`src/rtl/register_q3_pkg.sv`:
```
// Shared constants for the register_q3 holding register.
package register_q3_pkg;

    localparam int unsigned DEFAULT_DATA_WIDTH = 32;

    localparam logic [DEFAULT_DATA_WIDTH-1:0] REG_RESET_VALUE = '0;

endpackage

```
`src/rtl/register_q3_en_dff_ar.sv`:
```
// Enabled flop bank with asynchronous active-high reset.
module register_q3_en_dff_ar #(
    parameter int unsigned Width      = 32,
    parameter logic [Width-1:0] ResetValue = '0
) (
    input  logic             clk_i,
    input  logic             rst_i,
    input  logic             en_i,
    input  logic [Width-1:0] d_i,
    output logic [Width-1:0] q_o
);

    logic [Width-1:0] q_d, q_q;

    always_comb begin
        q_d = q_q;
        if (en_i) begin
            q_d = d_i;
        end
    end

    always_ff @(posedge clk_i or posedge rst_i) begin
        if (rst_i) begin
            q_q <= ResetValue;
        end else begin
            q_q <= q_d;
        end
    end

    assign q_o = q_q;

endmodule

```
`src/rtl/register_q3.sv`:
```
// Single-entry holding register with a registered, read-enabled output port.
module register_q3
    import register_q3_pkg::*;
#(
    parameter int unsigned DATA_WIDTH = DEFAULT_DATA_WIDTH
) (
    input  logic                  clk,
    input  logic                  rst,
    input  logic                  write_enable,
    input  logic                  read_enable,
    input  logic [DATA_WIDTH-1:0] write_port_1,
    output logic [DATA_WIDTH-1:0] read_port_1
);

    localparam logic [DATA_WIDTH-1:0] ResetVal = DATA_WIDTH'(REG_RESET_VALUE);

    logic [DATA_WIDTH-1:0] mem_q;

    register_q3_en_dff_ar #(
        .Width      (DATA_WIDTH),
        .ResetValue (ResetVal)
    ) u_mem (
        .clk_i (clk),
        .rst_i (rst),
        .en_i  (write_enable),
        .d_i   (write_port_1),
        .q_o   (mem_q)
    );

    // Reads sample mem_q before this edge's write lands: read-before-write, no bypass.
    register_q3_en_dff_ar #(
        .Width      (DATA_WIDTH),
        .ResetValue (ResetVal)
    ) u_rd (
        .clk_i (clk),
        .rst_i (rst),
        .en_i  (read_enable),
        .d_i   (mem_q),
        .q_o   (read_port_1)
    );

endmodule

```
`config.mk`:
```
export PLATFORM = sky130hd
export DESIGN_NAME = register_q3
export DESIGN_NICKNAME = d
export VERILOG_FILES = /design/src/rtl/register_q3_pkg.sv /design/src/rtl/register_q3_en_dff_ar.sv /design/src/rtl/register_q3.sv
export SDC_FILE = /design/constraint.sdc
export NUM_CORES = 1
export LEC_CHECK = 0
export ABC_AREA = 0
export CAP_MARGIN = 40
export CORE_MARGIN = 4
export CORE_UTILIZATION = 45
export DETAILED_ROUTE_END_ITERATION = 7
export PLACE_DENSITY = 0.71
export SYNTH_ARGS = -nofsm -noshare
export SYNTH_HDL_FRONTEND = slang
export SYNTH_SLANG_ARGS = --single-unit
```
`constraint.sdc`:
```
create_clock -name clk -period 4 [get_ports clk]
set_input_delay 1.2 -clock clk [delete_from_list [all_inputs] [get_ports clk]]
set_output_delay 1.2 -clock clk [all_outputs]
set_load 0.1 [all_outputs]
```
-- Yosys cells after proc, flatten, opt, wreduce, memory -nomap -nowiden
Cells that the tools add are included.
- register bits after elaboration: 64
- word-level logic and storage cells: 2

-- Depth between registers and ports, before layout
Gate-level depths: netlist of run 1.
- word-level depth: 0
- mapped depth: 3
- gate-level depth less buffers: 1

-- By module
A second synthesis of run 1 with hierarchy kept.
- cells, all modules: 138
- area, all modules: 2697.6 um2
- by module, submodules not included (module ; instances ; cells each ; area each (um2) ; seq. area each (um2)):
    register_q3_en_dff_ar ; 2 ; 69 ; 1348.8 ; 800.8

-- Least setup slack after synthesis of run 1
No wires, ideal clock.
- path kind: register to output
- start point: register u_rd.q_q[0], in the netlist u_rd.q_o[0]
- end point: output read_port_1[0]
- data arrival time: 0.898 ns
- setup slack: 1.902 ns
- cell stages (with the launch flop): 1
- path buffers: 0
- cell sequence: dfrtp_1
- RTL lines (item ; line ; source):
    start, declared ; register_q3_en_dff_ar.sv:13 ; logic [Width-1:0] q_d, q_q;
    start signal, assigned ; register_q3_en_dff_ar.sv:24 ; q_q <= ResetValue;
    start signal, assigned ; register_q3_en_dff_ar.sv:26 ; q_q <= q_d;
    end, declared ; register_q3.sv:12 ; output logic [DATA_WIDTH-1:0] read_port_1
No word-level cell between the ends.

-- Worst setup path after layout of run 1
- start point: register u_rd.q_q[16], in the netlist u_rd.q_o[16]
- end point: output read_port_1[16]
No word-level cell between the ends.

==> results of run 1 <==
state kept, by name, indices dropped and copies added, names as in the netlist:
signal and count:
u_mem.q_o 32, u_rd.q_o 32
layer usage:
| layer | vias up | track usage, % | wire, um |
|---|---|---|---|
| met5 | - | 0 | 0 |
| met4 | 0 | 5.18 | 65 |
| met3 | 7 | 4.95 | 221 |
| met2 | 35 | 27.5 | 2840 |
| met1 | 796 | 19.8 | 2220 |
| li1 | 685 | - | - |
final cells by class:
cell class,instances,area (um2),area share [%]
tap,72,90.1,2.24
clock buffer,9,124,3.08
sequential,64,1600,39.8
inverter,1,3.75,0.0933
clock inverter,7,62.6,1.55
multi-input combinational,64,946,23.5
timing repair buffer,102,1200,29.7
worst max-delay path by stage:
stage,cells past startpoint,start,end
CTS,2,u_rd.q_o[27],read_port_1[27]
floorplan,1,rst,u_mem.q_o[0]
finish,2,u_rd.q_o[16],read_port_1[16]
detailed placement,3,rst,u_rd.q_o[7]
global placement,1,u_rd.q_o[31],read_port_1[31]
global route,2,u_rd.q_o[14],read_port_1[14]
cell usage after synthesis:
master / count
sky130_fd_sc_hd__dfrtp_1: 64
sky130_fd_sc_hd__mux2_2: 4
sky130_fd_sc_hd__buf_12: 6
sky130_fd_sc_hd__inv_1: 1
sky130_fd_sc_hd__buf_6: 2
sky130_fd_sc_hd__mux2_4: 60
critical path: cells and delay by family, from the launching register on:
family,cells,cell delay [ps]
buffers and inverters,2,750
DFF,1,350
per-stage QoR:
stage,instances,hold WS [ps],area [um2]
final,319,509,4020
after global routing,319,527,4020
after CTS,319,511,4020
after detailed placement,303,493,3840
after global placement,269,491,3310
after floorplan,137,476,2690
power groups by stage:
stage / combinational, mW / sequential, mW / clock [mW]
6_report: 0.834 / 0.775 / 0.522
5_1_grt: 0.861 / 0.785 / 0.571
4_1_cts: 0.843 / 0.776 / 0.531
3_5_place_dp: 0.840 / 0.787 / 0
3_3_place_gp: 0.666 / 0.782 / 0
2_1_floorplan: 0.166 / 1.13 / 0
cells by family after synthesis:
group,count (synthesis),share of synthesized area (%)
multiplexers,64,35.1
buffers and inverters,9,5.43
flip-flops,64,59.5
==> flow_results.org, run 1 <==
** Global route
- The number of antenna violations at the first check in global routing came to 0.
- Global routing used 16.2% of the available tracks.
- Congestion Overflow GR :: 0
- Number of global-route vias before repair :: 1787
- The first global-routing pass estimated 9.05 mm of wire.
- Entering global routing, the biggest net connects 34 pins.

** Routing
- Summing over every cut layer, the via total after detailed routing is 1523.
- In the routed design, unresolved DRC markers number 0.
- Once detail routing completed, the nets flagged for antenna violations numbered 0.
- Router iterations before antenna repair :: 2
- Wire length after detailed routing :: 5.35 mm
- For this block, the initial DRC count from the detailed router was 38.
- Drt via density :: 4.77
- Drt wl/cell :: 16.8 um

** Die
- Total Die Area :: 7290 um2
- Cell row count :: 27
- Y dimension of the die :: 85.4 um
- Chip width :: 85.4 um
- Area of the placeable core :: 5640 um2
- Initial cell density of the core :: 47.7%
- I/O pin total :: 68

** Power
- Combinational logic burns 39.2% of the power.
- The worst-case IR drop observed on VDD is 0.339 mV.
- The analysis attributes to net switching a power of 0.766 mW.
- P per Cell Area :: 530 nW/um2
- Net switching is 35.9% of the power.
- Per report_power, the sequential group accounts for 36.4% of the total.
- Total internal power :: 1.37 mW
- Standby leakage power :: 1.89 nW
- The clock network is responsible for 24.5% of the overall power.
- Overall power consumption :: 2.13 mW

** Setup path
- STA puts the critical path data required time at 2800 ps.
- STA classifies the critical path startpoint as a register.
- Data arrival time of the critical path :: 1440 ps
- Number of cells on the worst reg-to-reg path :: 1
- In this run the worst path has a maximum fanout of 2.
- Worst-path cell with the longest stage delay :: sky130_fd_sc_hd__clkdlybuf4s50_1
- For flop-to-flop paths, the worst setup slack is 3210 ps.
- Cells traversed along the worst timing path :: clkdlybuf4s50_1, buf_8
- The critical path is of the reg -> out type.
- The worst register-to-register path ends at u_rd.q_o[29].
- The worst register-to-register path begins at u_rd.q_o[29].
- Sort of element at the end of the critical path :: primary output
- For this run, the slowest stage of the critical path takes 540 ps.

** Clock network
- Clock-pin slew was measured on the worst setup and hold paths at 70 ps.
- Maximum buffer depth of the clock tree :: 2
- The H-tree generated during clock tree synthesis spans 3 levels.
- The tree is rooted in a sky130_fd_sc_hd__clkbuf_8.
- Post-cts repair resize count :: 0
- Clock latency of the later-clocked register in the worst-skew pair :: 320 ps
- For this design, the CTS-stage hold fixing added 0 buffers.
- Buffers inserted during clock tree synthesis total 9.
- Counting every sink on the clock net gives 64.
- TritonCTS built the clock tree.
- Total setup buffers inserted after CTS :: 0

** Final layout
- Layout cells sized above 1 :: 47.8%
- Fill cells in the final layout number 362.
- Layout overhead on the synthesized area :: 49.4%
- In the layout the commonest cells are sky130_fd_sc_hd__clkdlybuf4s50_1, sky130_fd_sc_hd__dfrtp_1, sky130_fd_sc_hd__mux2_4.
- Layout net count :: 278
- For this run, the share of the core covered by cells in the final layout is 71.3%.
- Leaving out fill and tap cells, the most frequent cell in the layout is sky130_fd_sc_hd__clkdlybuf4s50_1.
- The number of antenna diodes in the final layout is 0.

** Synthesis
- The synthesized design devotes to its leading area cell type 59.5% of total area.
- Post-synth cell types :: 6
- Synthesis produced a netlist with a net count of 173.
- In this run, synthesis produced a sequential element count of 64.
- The synthesized design spends more area on one cell type than any other, namely sky130_fd_sc_hd__dfrtp_1.
- Top post-synthesis cells by area :: sky130_fd_sc_hd__dfrtp_1, sky130_fd_sc_hd__mux2_4, sky130_fd_sc_hd__buf_12, sky130_fd_sc_hd__mux2_2, sky130_fd_sc_hd__buf_6
- Proportion of synthesized chip area in sequential cells :: 59.5%
- YS warnings :: 0
- Dividing the synthesized area by the synthesized cell count gives 19.7 um2.
- Area of the mapped netlist :: 2690 um2
- Synthesis produced 137 cells.

** Min path
- Count of cells along the worst hold path :: 1
- The path with the worst hold slack has its endpoint at u_rd.q_o[4].
- Beginning of the worst hold path :: u_mem.q_o[4]
- The path class of the tightest hold or removal check is reg -> reg.

** Placed design
- Worst setup timing slack at the placement stage :: 1420 ps
- I/O Buffers :: 67
- Once detailed placement completed, the half-perimeter wirelength came to 3.87 mm.
- At the end of routability-driven placement, the weighted congestion stood at 0.743.

** STA
- The smallest clock period supported by the final layout is computed as 2640 ps.
- Max transition margin :: 56.1%
- Timing would allow up to 0.379 GHz.
- Adding up every negative setup slack in the final design gives 0 ps.
- Of the available clock period, the critical path in the final layout requires 66.0%.
- The count of final hold-check violations was 0.
- At the pin with the least slew margin, the transition time is 658 ps.
- Across the routed clock network, the largest skew measured is 5.69 ps.
- Across all setup checks in the final design, the least slack found is 1360 ps.
- Setup violations remaining at the end of the flow were counted as 0.
- Unrepaired setup endpoints after global routing :: no
- Final slew viol count :: 0

** Outcome
- The run finished with clean final reports.

** Job
- Max-cap violations in this run came to 0.
No activity file was read; power rests on OpenSTA's default activity.
==> run 2, diff against run 1 <==
- CORE_UTILIZATION: 45 -> 44
- PLACE_DENSITY: 0.71 -> 0.73
- clock period: 4 -> 2.18 ns (I/O delays scaled with it)
==> flow_results.org, run 2 (synthesized netlist as in run 1, its figures left out) <==
** STA
- The least setup slack across all paths after layout came to 512 ps (-849 ps).
- The final worst clock skew was 7.21 ps (+1.52 ps).
- Unrepaired setup endpoints after global routing :: no
- The worst max-slew margin expressed relative to the limit came to 70.4% (+14 points).
- Actual transition at the worst max-transition pin :: 442 ps (-215 ps)
- Subtracting the final worst setup slack from the clock period gives 1670 ps.
- The setup TNS came to 0 ps (unchanged).
- Final period utilization :: 76.5%
- The count of final hold-check violations is 0 (unchanged).
- The max-slew violation total from the final report is 0 (unchanged).
- The final-report setup violation count is 0 (unchanged).
- Highest achievable clock rate :: 0.600 GHz

** Routing
- The number of design-rule violations left by the first detailed-router iteration is 36 (-5.3%).
- # DRC :: 0 (unchanged)
- The final wirelength came to 4.99 mm (-6.7%).
- Drt via density :: 4.72 (-1.2%)
- The average wire length per cell after detail routing is 17.2 um (+2.3%).
- The length of the first detailed-routing pass in iterations is 3 (+1).
- The remaining antenna violation count after routing was 0 (unchanged).
- The number of vias after detailed routing is 1373 (-9.8%).

** Final layout
- The number of antenna diodes was 0 (unchanged).
- Cell area after layout :: 3510 um2 (-13%)
- Non-filler cells in the finished layout :: 291 (-8.8%)
- Layout overhead on the synthesized area :: 30.3%
- Layout net count :: 247 (-11%)
- The library cell used most frequently in the layout, excluding fill and tap cells, is sky130_fd_sc_hd__dfrtp_1.
- Number of inserted filler cells in the final layout :: 472 (+30%)
- The top cell types in the final layout, fill and taps aside, are sky130_fd_sc_hd__dfrtp_1, sky130_fd_sc_hd__mux2_4, sky130_fd_sc_hd__clkdlybuf4s50_1.
- The share of cells above drive strength 1 was 53.7% (+5.9 points).

** Setup path
- Data arrival time of the critical path :: 1010 ps (-430 ps)
- Kind of cell adding the most delay to the critical path :: flip-flops
- The endpoint required time on the critical path was 1530 ps (-1270 ps).
- WS Path Type :: reg -> out
- The worst setup path is captured at a primary output.
- The stage delay of the slowest cell on the critical path was 380 ps (-160 ps).
- The slowest stage of the critical path is the sky130_fd_sc_hd__dfrtp_1 cell.
- The highest fanout seen on the critical path is 2 (unchanged).
- Number of buffer and inverter stages on the critical path :: 1 (-1)
- Category of the worst setup path launch point :: register
- Cells traversed along the worst timing path :: buf_4

** Job
- Max-cap check violation count :: 0 (unchanged)

** Global route
- Congestion Overflow GR :: 0 (unchanged)
- Maximum number of pins on one net before global-route repair :: 33 (-2.9%)
- Overall global routing resource usage :: 14.5% (-1.7 points)
- The global-route wire length before repair is 8.14 mm (-10%).
- Antenna violations before repair :: 0 (unchanged)
- The number of global-route vias before repair is 1617 (-9.5%).

** Clock network
- Clock-pin transition on the worst setup and hold timing paths :: 70 ps (about the same)
- Clock tree from TritonCTS :: yes
- The root buffer cell chosen for the clock tree is sky130_fd_sc_hd__clkbuf_8.
- Post-cts repair resize count :: 0 (unchanged)
- The CTS sink count came to 64 (unchanged).
- Maximum buffer depth of the clock tree :: 2 (unchanged)
- The CTS H-tree depth came to 3 (unchanged).
- Total setup buffers inserted after CTS :: 0 (unchanged)
- The clock insertion delay at the later pin of the skew report came to 330 ps (about the same).
- The number of hold buffers added after CTS came to 0 (unchanged).
- The TritonCTS buffer count was 9 (unchanged).

** Placed design
- The cell area after placement came to 3310 um2 (-14%).
- The weighted congestion at the end of routability-driven global placement came to 0.723 (-2.7%).
- I/O Buffers :: 67 (unchanged)
- The cell count after placement was 275 (-9.2%).
- The post-placement worst setup slack is 475 ps (-947 ps).
- The estimated wirelength of the detail-placed design was 3.44 mm (-11%).

** Power
- Portion of total power attributed to sequential cells :: 39.3% (+2.9 points)
- The net load switching power is 1.32 mW (+73%).
- The combinational cell fraction of total power is 33.1% (-6.1 points).
- Standby leakage power :: 1.68 nW (-11%)
- The clock network fraction of design power was 27.6% (+3.1 points).
- Switching share of total power :: 36.4% (+0.44 points)
- The worst-case vdd ir drop came to 0.559 mV (+65%).
- The internal power of the cells came to 2.32 mW (+70%).
- The power density normalized to cell area was 1040 nW/um2 (+96%).

** Min path
- Worst hold-check path type :: reg -> reg

** Die
- The die extent in y is 86.2 um (+1.0%).
- Area of the placeable core :: 5920 um2 (+4.9%)
- The floorplan die area was 7440 um2 (+2.1%).
- The die span in x came to 86.2 um (+1.0%).
- Initial cell density of the core :: 45.5% (-2.3 points)
- Cell row count :: 28 (+3.7%)
- I/O pin total :: 68 (unchanged)

** Outcome
- Status :: finished clean
run 2: changes by cell type in the layout (fill, tap and decap cells not counted), sizes merged:
cell           delta
clkinvlp          +1
clkbuf            +5
clkdlybuf4s50    -32
clkinv            -5
inv               -1
buf               +1
run 2: worst paths after layout:
kind,startpoint,to,slack (ps),cells after the start
setup / recovery,u_rd.q_o[17],read_port_1[17],510,1
hold / removal,u_mem.q_o[29],u_rd.q_o[29],510,1
setup reg to reg,u_rd.q_o[17],u_rd.q_o[17],1390,1
max in group asynchronous,rst,u_mem.q_o[1],1030,3
min in group asynchronous,rst,u_mem.q_o[19],680,2
hold reg to reg,u_mem.q_o[29],u_rd.q_o[29],510,1
run 2: power groups by stage:
stage	clock (mW)	sequential (mW)	combinational, mW
after detailed placement	0	1.45	1.21
after floorplan	0	2.08	0.305
after global routing	1.10	1.45	1.24
after global placement	0	1.45	1.20
final	1.01	1.43	1.20
after CTS	1.04	1.43	1.21
run 2: layer usage:
metal	global-route usage (%)	up-vias	share of wire (%)
met3	4.47	5	4.0
li1	-	629	-
met1	17.2	707	42
met4	5.95	0	1.2
met5	0	-	0
met2	24.6	32	53
run 2: layout make-up:
cell class / count / area [um2] / share of cell area [%]
clock buffers: 14 / 163 / 4.63
inverters: 1 / 7.51 / 0.214
multi-input cells: 64 / 946 / 27.0
repair buffers: 71 / 661 / 18.8
flip-flops and latches: 64 / 1600 / 45.6
well taps: 75 / 93.8 / 2.67
clock inverters: 2 / 37.5 / 1.07
run 2: per-stage QoR:
stage	hold slack (ps)	util (%)	total power, mW
3_5_place_dp	491	55.9	2.66
5_1_grt	528	59.3	3.78
6_report	507	59.3	3.64
4_1_cts	506	59.3	3.68
3_3_place_gp	489	55.9	2.64
2_1_floorplan	476	-	2.39
==> run 3, diff against run 2 <==
- CORE_UTILIZATION: 44 -> 45
- PLACE_DENSITY: 0.73 -> 0.71
- clock period: 2.18 -> 1.55 ns (I/O delays scaled with it)
==> flow_results.org, run 3 (synthesized netlist as in run 1, its figures left out) <==
** STA
- Derived from the worst setup path, the maximum achievable clock frequency is 0.710 GHz.
- Worst clock skew :: 7.21 ps (-0.00377 ps)
- Setup repair after global routing left no endpoint under its margin.
- Final period utilization :: 90.9%
- The worst max-slew margin expressed relative to the limit is 77.7% (+7.3 points).
- Setup Total Neg Slack :: 0 ps (unchanged)
- Least setup slack across all paths after layout :: 142 ps (-370 ps)
- Actual transition at the worst max-transition pin :: 334 ps (-109 ps)
- Worst hold-check slack :: 500 ps (-6.51 ps)
- The final-report setup violation count came to 0 (unchanged).
- Final slew viol count :: 0 (unchanged)
- Minimum clock period after layout :: 1410 ps
- Final hold violation count :: 0 (unchanged)

** Global route
- The global-route wire length before repair is 8.47 mm (+4.1%).
- The maximum number of pins on one net before global-route repair was 65 (+97%).
- Congestion Overflow GR :: 0 (unchanged)
- Overall global routing resource usage :: 15.3% (+0.74 points)
- Antenna violations before repair :: 0 (unchanged)
- Number of global-route vias before repair :: 1637 (+1.2%)

** Outcome
- Status :: finished clean

** Final layout
- The library cells used most frequently in the layout, excluding fill and tap cells, are sky130_fd_sc_hd__dfrtp_1, sky130_fd_sc_hd__mux2_4, sky130_fd_sc_hd__buf_12.
- Final antenna diode count :: 0 (unchanged)
- The area growth from synthesis to layout is 47.7%.
- The net total in the final layout is 248 (+0.40%).
- Leaving out fill and tap cells, the most frequent cell in the layout is sky130_fd_sc_hd__dfrtp_1.
- The area of all placed cells without fillers came to 3980 um2 (+13%).
- Layout cells sized above 1 :: 55.3% (+1.6 points)

** Setup path
- Capture point of the critical path :: read_port_1[31]
- The worst setup path is launched from a register.
- Endpoint required time on the critical path :: 1080 ps (-450 ps)
- Number of buffer and inverter stages on the critical path :: 1 (unchanged)
- Cells traversed along the worst timing path :: buf_12
- The worst setup path is of the reg -> out kind.
- Worst-path cell with the longest stage delay :: sky130_fd_sc_hd__dfrtp_1
- Tracing the worst setup path back leads to its startpoint at u_rd.q_o[31].
- On the critical path the largest part of the delay comes from flip-flops.
- Reg-to-reg startpoint :: u_rd.q_o[26]
- The stage delay of the slowest cell on the critical path came to 420 ps (+40 ps).
- Number of cells on the worst reg-to-reg path :: 1 (unchanged)
- Data arrival time of the critical path :: 940 ps (-70 ps)
- Sort of element at the end of the critical path :: primary output
- The highest fanout seen on the critical path is 2 (unchanged).
- The setup slack of the worst register-to-register path is 730 ps (-660 ps).
- Capture instance of the worst register-to-register path :: u_rd.q_o[26]
- CP Depth :: 1 (unchanged)

** Routing
- Wire length after detailed routing :: 5.19 mm (+4.0%)
- The number of design-rule violations left by the first detailed-router iteration was 47 (+31%).
- The length of the first detailed-routing pass in iterations came to 2 (-1).
- The per-cell via count in the routed design was 4.78 (+1.2%).
- The average wire length per cell after detail routing is 18.0 um (+4.7%).
- DRT antenna net count :: 0 (unchanged)
- Vias :: 1380 (+0.51%)
- # DRC :: 0 (unchanged)

** Clock network
- Number of H-tree levels :: 3 (unchanged)
- The clock insertion delay at the later pin of the skew report was 330 ps (about the same).
- The CTS sink count is 64 (unchanged).
- The tree is rooted in a sky130_fd_sc_hd__clkbuf_8.
- The number of cells upsized or downsized after cts came to 0 (unchanged).
- Clock-pin transition on the worst setup and hold timing paths :: 70 ps (about the same)
- Clock tree from TritonCTS :: yes
- Maximum buffer depth of the clock tree :: 2 (unchanged)
- The number of hold buffers added after CTS is 0 (unchanged).
- The number of setup buffers added after CTS was 0 (unchanged).
- Cts bufs inserted :: 9 (unchanged)

** Placed design
- The post-placement worst setup slack was 259 ps (-216 ps).
- The weighted congestion at the end of routability-driven global placement was 0.812 (+12%).
- Post-placement cell area :: 3730 um2 (+13%)
- Final HPWL from detailed placement :: 3.68 mm (+7.0%)
- The port buffer count is 67 (unchanged).

** Power
- P per Cell Area :: 1470 nW/um2 (+42%)
- Max IR drop VDD :: 0.805 mV (+44%)
- The standby leakage power was 1.87 nW (+11%).

** Die
- The floorplan die area came to 7290 um2 (-2.0%).
- The starting density of the core was 47.7% (+2.3 points).
- Area of the placeable core :: 5640 um2 (-4.7%)
- Cell row count :: 27 (-3.6%)
- The die span in x is 85.4 um (-1.0%).
- I/O pin total :: 68 (unchanged)
- The die extent in y was 85.4 um (-1.0%).

** Min path
- Worst hold-check path type :: reg -> reg

** Job
- Max-cap check violation count :: 0 (unchanged)
[run 3: cell types whose count changed in the layout (fill, tap and decap cells not counted), sizes merged]
| cell | previous run | this run |
|---|---|---|
| bufinv | 1 | 3 |
| clkbuf | 14 | 11 |
| clkinv | 0 | 1 |
| buf | 38 | 39 |
[run 3: worst min-delay path by stage]
stage,from,endpoint,cells past startpoint
2_1_floorplan,u_mem.q_o[24],u_mem.q_o[24],1
3_3_place_gp,u_mem.q_o[31],u_rd.q_o[31],1
3_5_place_dp,u_mem.q_o[31],u_rd.q_o[31],1
4_1_cts,u_mem.q_o[31],u_rd.q_o[31],1
5_1_grt,u_mem.q_o[21],u_mem.q_o[21],1
6_report,u_mem.q_o[31],u_rd.q_o[31],1
[run 3: cell type report]
| class | instances | area (um2) |
|---|---|---|
| fill | 349 | 1660 |
| sequential | 64 | 1600 |
| timing repair buffer | 72 | 1080 |
| multi-input combinational | 64 | 946 |
| clock buffer | 11 | 151 |
| clock inverter | 5 | 103 |
| tap | 72 | 90.1 |
| inverter | 1 | 7.51 |
[run 3: per-stage QoR]
step | utilization (%) | power [mW] | instances
finish | 70.5 | 5.87 | 289
global route | 70.5 | 6.08 | 289
CTS | 70.5 | 5.95 | 289
detailed placement | 66.0 | 4.15 | 273
global placement | 66.0 | 4.11 | 273
floorplan | - | 3.36 | 137
[run 3: power by group]
part | total (mW) | leakage (nW) | internal [mW] | switching (mW)
clock | 1.77 | 0.126 | 1.15 | 0.615
sequential | 2.08 | 0.749 | 1.88 | 0.200
combinational | 2.02 | 0.992 | 0.867 | 1.15
total | 5.87 | 1.87 | 3.90 | 1.97
[run 3: per-layer routing]
metal / GRT usage [%] / share of wire, % / wire (um) / up-vias
met5: 0 / 0 / 0 / -
met4: 8.35 / 2.0 / 104 / 0
met3: 3.79 / 4.4 / 226 / 11
met2: 24.4 / 51 / 2670 / 42
met1: 19.0 / 42 / 2190 / 700
li1: - / - / - / 627
